## src/rtl/hdmi_video_timing.sv

```systemverilog
// Video timing generator: raster counters, sync/enable decode and a lead-ahead pixel request.
// Defaults give CEA-861 1280x720p60; every output is registered one cycle after the counters.
module hdmi_video_timing #(
  parameter int H_ACTIVE = 1280,
  parameter int H_FP     = 110,
  parameter int H_SYNC   = 40,
  parameter int H_BP     = 220,
  parameter int V_ACTIVE = 720,
  parameter int V_FP     = 5,
  parameter int V_SYNC   = 5,
  parameter int V_BP     = 20,
  parameter bit HS_POL   = 1'b1,
  parameter bit VS_POL   = 1'b1,
  parameter int LEAD     = 2
) (
  input  logic        clk_pix,
  input  logic        srst,
  input  logic        en,
  output logic        hsync,
  output logic        vsync,
  output logic        de,
  output logic [11:0] x,
  output logic [11:0] y,
  output logic        sof,
  output logic        eol,
  output logic        req,
  output logic [11:0] req_x,
  output logic [11:0] req_y,
  output logic [15:0] frame_cnt
);

  localparam int H_TOTAL = H_ACTIVE + H_FP + H_SYNC + H_BP;
  localparam int V_TOTAL = V_ACTIVE + V_FP + V_SYNC + V_BP;

  localparam logic [11:0] H_LAST   = 12'(H_TOTAL - 1);
  localparam logic [11:0] V_LAST   = 12'(V_TOTAL - 1);
  localparam logic [11:0] H_ACT    = 12'(H_ACTIVE);
  localparam logic [11:0] V_ACT    = 12'(V_ACTIVE);
  localparam logic [11:0] H_EOL    = 12'(H_ACTIVE - 1);
  localparam logic [11:0] HS_START = 12'(H_ACTIVE + H_FP);
  localparam logic [11:0] HS_END   = 12'(H_ACTIVE + H_FP + H_SYNC);
  localparam logic [11:0] VS_START = 12'(V_ACTIVE + V_FP);
  localparam logic [11:0] VS_END   = 12'(V_ACTIVE + V_FP + V_SYNC);
  localparam logic [11:0] LEAD_W   = 12'(LEAD);

  generate
    if (H_TOTAL > 4095 || V_TOTAL > 4095 || LEAD < 1 || LEAD > H_TOTAL - 1) begin : g_bad_cfg
      $error("hdmi_video_timing: raster totals must be <= 4095 and LEAD within 1..H_TOTAL-1");
    end
  endgenerate

  function automatic logic [11:0] h_step(input logic [11:0] h);
    return (h == H_LAST) ? 12'd0 : h + 12'd1;
  endfunction

  function automatic logic [11:0] v_step(input logic [11:0] h, input logic [11:0] v);
    if (h != H_LAST) return v;
    return (v == V_LAST) ? 12'd0 : v + 12'd1;
  endfunction

  function automatic logic is_active(input logic [11:0] h, input logic [11:0] v);
    return (h < H_ACT) && (v < V_ACT);
  endfunction

  function automatic logic hs_act(input logic [11:0] h);
    return (h >= HS_START) && (h < HS_END);
  endfunction

  function automatic logic vs_act(input logic [11:0] v);
    return (v >= VS_START) && (v < VS_END);
  endfunction

  typedef enum logic {IDLE, RUN} state_t;

  state_t      state, state_nxt;
  logic        vld_p0;
  logic [11:0] h_p0, v_p0, rh_p0, rv_p0;

  always_ff @(posedge clk_pix) begin
    if (srst) state <= IDLE;
    else      state <= state_nxt;
  end

  // Counters only advance once RUN is established, so the edge that first sees en
  // high still holds the origin; this fixes the start-up delay to one extra cycle.
  always_comb begin
    state_nxt = state;
    vld_p0    = 1'b0;
    case (state)
      IDLE: if (en) state_nxt = RUN;
      RUN: begin
        if (en) vld_p0 = 1'b1;
        else    state_nxt = IDLE;
      end
      default: state_nxt = IDLE;
    endcase
  end

  // Stage p0: display counters and the request counters running LEAD positions ahead
  always_ff @(posedge clk_pix) begin
    if (srst || !vld_p0) begin
      h_p0  <= 12'd0;
      v_p0  <= V_ACT;
      rh_p0 <= LEAD_W;
      rv_p0 <= V_ACT;
    end else begin
      h_p0  <= h_step(h_p0);
      v_p0  <= v_step(h_p0, v_p0);
      rh_p0 <= h_step(rh_p0);
      rv_p0 <= v_step(rh_p0, rv_p0);
    end
  end

  // Stage p1: registered outputs decoded from the p0 counters
  always_ff @(posedge clk_pix) begin
    if (srst || !vld_p0) begin
      hsync <= ~HS_POL;
      vsync <= ~VS_POL;
      de    <= 1'b0;
      x     <= 12'd0;
      y     <= 12'd0;
      sof   <= 1'b0;
      eol   <= 1'b0;
      req   <= 1'b0;
      req_x <= 12'd0;
      req_y <= 12'd0;
    end else begin
      hsync <= hs_act(h_p0) ? HS_POL : ~HS_POL;
      vsync <= vs_act(v_p0) ? VS_POL : ~VS_POL;
      de    <= is_active(h_p0, v_p0);
      x     <= h_p0;
      y     <= v_p0;
      sof   <= (h_p0 == 12'd0) && (v_p0 == 12'd0);
      eol   <= (h_p0 == H_EOL) && (v_p0 < V_ACT);
      req   <= is_active(rh_p0, rv_p0);
      req_x <= rh_p0;
      req_y <= rv_p0;
    end
  end

  // frame_cnt survives an en drop; only srst clears it
  always_ff @(posedge clk_pix) begin
    if (srst) begin
      frame_cnt <= 16'd0;
    end else if (vld_p0 && (h_p0 == 12'd0) && (v_p0 == 12'd0)) begin
      frame_cnt <= frame_cnt + 16'd1;
    end
  end

endmodule
```

## config.mk

```make
export PLATFORM = sky130hd
export DESIGN_NAME = hdmi_video_timing
export DESIGN_NICKNAME = d
export VERILOG_FILES = /design/src/rtl/hdmi_video_timing.sv
export SDC_FILE = /design/constraint.sdc
export NUM_CORES = 1
export LEC_CHECK = 0
export CELL_PAD_IN_SITES_DETAIL_PLACEMENT = 1
export CELL_PAD_IN_SITES_GLOBAL_PLACEMENT = 2
export CORE_MARGIN = 4
export CORE_UTILIZATION = 32
export DETAILED_ROUTE_END_ITERATION = 7
export PLACE_DENSITY = 0.88
export SYNTH_ARGS = -nofsm -noshare
export SYNTH_HDL_FRONTEND = slang
export SYNTH_SLANG_ARGS = --single-unit
```

## constraint.sdc

```tcl
create_clock -name clk_pix -period 3.15 [get_ports clk_pix]
set_input_delay 0.945 -clock clk_pix [delete_from_list [all_inputs] [get_ports clk_pix]]
set_output_delay 0.945 -clock clk_pix [all_outputs]
set_load 0.05 [all_outputs]
```

==> results.ini <==
[global_route]
antenna_found_initial = 0
grt_pass1_wl_mm = 21.9
grt_max_degree = 32
grtUsageTotal_pct = 15.4
grt_pass1_vias = 4466
overflow = 0

[pwr]
power.total_mw = 3.70
swShare_pct = 19.7
leakagePower_nw = 2.33
power.internal_mw = 2.97
powerDensity_mw_per_mm2 = 572
pwr-share-clk_pct = 57.8
pwr-share-seq_pct = 40.9
ir_drop_mv = 0.309
comb_power_share_pct = 1.3
p_sw_mw = 0.727

[floorplanning]
initial_core_util_pct = 33.1
io_pins = 73
die_area_mm2 = 0.0173
coreArea_mm2 = 0.0147
rows = 44
die_w_um = 131
dieHeight_um = 131

[setup_path]
cp.required_ns = 3.45
path_buf_inv = 2
critPathCaptureType = flip-flop
start_kind = primary input
crit_family = simple AND/OR/NAND/NOR gates
slowest_delay_ns = 0.53
cp.arrival_ns = 3.12
path_max_fanout = 10
worst_path_max_delay_cell = clkdlybuf4s50_1
crit_type = primary input to flip-flop
path_cells = clkdlybuf4s50_1 -> nor4bb_1 -> buf_4 -> nand4b_4 -> or3_1 -> nor3_1 -> mux2_2

[layout]
design_area_mm2 = 0.00647
final_nets = 644
final_common_cell = dfxtp_1
final_cells = 826
drive_above_1_share_pct = 9.66
area_delta_synth_final_pct = 32.8
diodes = 0
fill_cells = 1684
utilization_pct = 44.0
final_cell_mix = dfxtp_1 (119), clkdlybuf4s50_1 (72), nor2_1 (70)

[placed_design]
numPortBuffers = 72
gp_congestion = 0.770
placed_area_mm2 = 0.00581
dp_slack_ns = -0.108
dp_cells = 794
dp_hpwl_mm = 9.13

[synthesis]
syn-num-nets = 567
synth.distinct_cells = 47
synthDominantCellAreaShare_pct = 48.9
yosysTopAreaCell = dfxtp_1
syn_area_mm2 = 0.00487
synth_edf_count = 0
ys_seq_elements = 119
ys.flop_type = dfxtp_1
yosysSeqAreaShare_pct = 48.9
syn_avg_cell_area_um2 = 8.82
yosys_warnings = 0
synth.top_cells.by_area = dfxtp_1 (49%), nor2_1 (5.5%), and2_1 (5.4%)
syn_inst = 552
synthArstFlopShare_pct = 0

[timing]
period_share_pct = 89.4
setup_tns_ns = 0
rsz0062_at_grt = false
fin_ws_ns = 0.332
relSlewSlack_pct = 46.5
tightestPinTransition_ns = 0.795
setup_violations = 0
final_max_slew_viol_count = 0
fin_worst_skew_ns = 0.00838
period_needed_ns = 2.82
hold_violations = 0
holdWs_ns = 0.475
max_freq_mhz = 355

[detailed_routing]
ant_nets = 0
routed_wl_mm = 13.0
wire_per_inst_um = 15.7
first_pass_iters = 4
drc_errors = 0
dr_total_vias = 4223
drt_iter0_drc = 123
viasPerCell = 5.11

[run]
maxCapViolations = 0

[clock_network]
cts-root-buf = clkbuf_16
clockBufferDepth = 2
cts_sinks = 119
path_clk_slew_ns = 0.06
clock_latency_ns = 0.42
cts_made_buffers = 17
cts_resized = 0
cts_setup_buffers = 0
tritoncts = done
cts.hold.buffers_added = 0
cts_max_level = 4

[min_path]
hold_path.class = flip-flop to flip-flop

[status]
status = finished clean

==> flip-flops by register name, summed over array words and instances, names as in the netlist <==
| register | cells |
|---|---|
| de | 1 |
| eol | 1 |
| frame_cnt | 16 |
| h_p0 | 12 |
| hsync | 1 |
| req | 1 |
| req_x | 12 |
| req_y | 12 |
| rh_p0 | 12 |
| rv_p0 | 12 |
| sof | 1 |
| state | 1 |
| v_p0 | 12 |
| vsync | 1 |
| x | 12 |
| y | 12 |
==> cell usage after synthesis (4+ instances only) <==
master and instances:
inv_1 12, a21oi_1 24, nor2b_1 12, o21ai_0 30
clkbuf_1 23, and2_1 42, xor2_1 10, nand3_1 28
a31oi_1 4, nor3_1 16, nand2_1 43, nand2b_1 6
or4_1 9, nor2_1 71, xnor2_1 10, dfxtp_1 119
ha_1 12, or3_1 7, nand4_1 10, mux2_2 7
nor4_1 11, and3_1 9
==> path summary, 6_finish.rpt <==
kind,startpoint,endpoint,slack (ns),cells after the start
worst max-delay path,en,frame_cnt[10],0.33,7
worst min-delay path,h_p0[0],h_p0[0],0.47,1
worst max register to register,rh_p0[0],rv_p0[11],0.48,5
worst min register to register,h_p0[0],h_p0[0],0.47,1
==> routing by layer <==
layer | wire length (um) | GRT usage (%) | up-vias
li1 | - | - | 2063
met1 | 6000 | 18.6 | 2057
met2 | 6190 | 25.4 | 87
met3 | 614 | 5.24 | 16
met4 | 186 | 5.78 | 0
met5 | 0 | 0 | -
==> cells by family after synthesis <==
family                   Yosys count  share of synthesized area (%)
XOR/XNOR                          20                           3.60
multiplexers                       8                           1.82
AO/OA/AOI/OAI                     68                           7.83
adder cells (fa/ha/maj)           12                           3.08
flip-flops                       119                           48.9
AND/OR/NAND/NOR                  288                           31.9
buffers and inverters             37                           2.88
==> power groups by stage <==
stage | clock network [mW] | logic (mW) | registers, mW
floorplan | 0 | 0.0200 | 1.56
global placement | 0 | 0.0486 | 1.55
detailed placement | 0 | 0.0498 | 1.55
CTS | 2.18 | 0.0500 | 1.51
global route | 2.26 | 0.0536 | 1.51
finish | 2.14 | 0.0491 | 1.51
==> worst register-to-register path, stage by stage, from the launching register on <==
cell and delay [ns]:
dfxtp_1 0.43, ha_1 0.17, or4b_2 0.63, or3_1 0.60
or4b_1 0.60, a21oi_1 0.16
==> layout make-up <==
cell class	instances	area, um2	share of cell area (%)
repair buffers	83	803	12.4
flip-flops and latches	119	2380	36.8
inverters	12	45.0	0.696
well taps	184	230	3.56
clock inverters	11	195	3.02
multi-input cells	396	2350	36.4
clock buffers	21	460	7.12
Power figures use the tool's default switching activity.
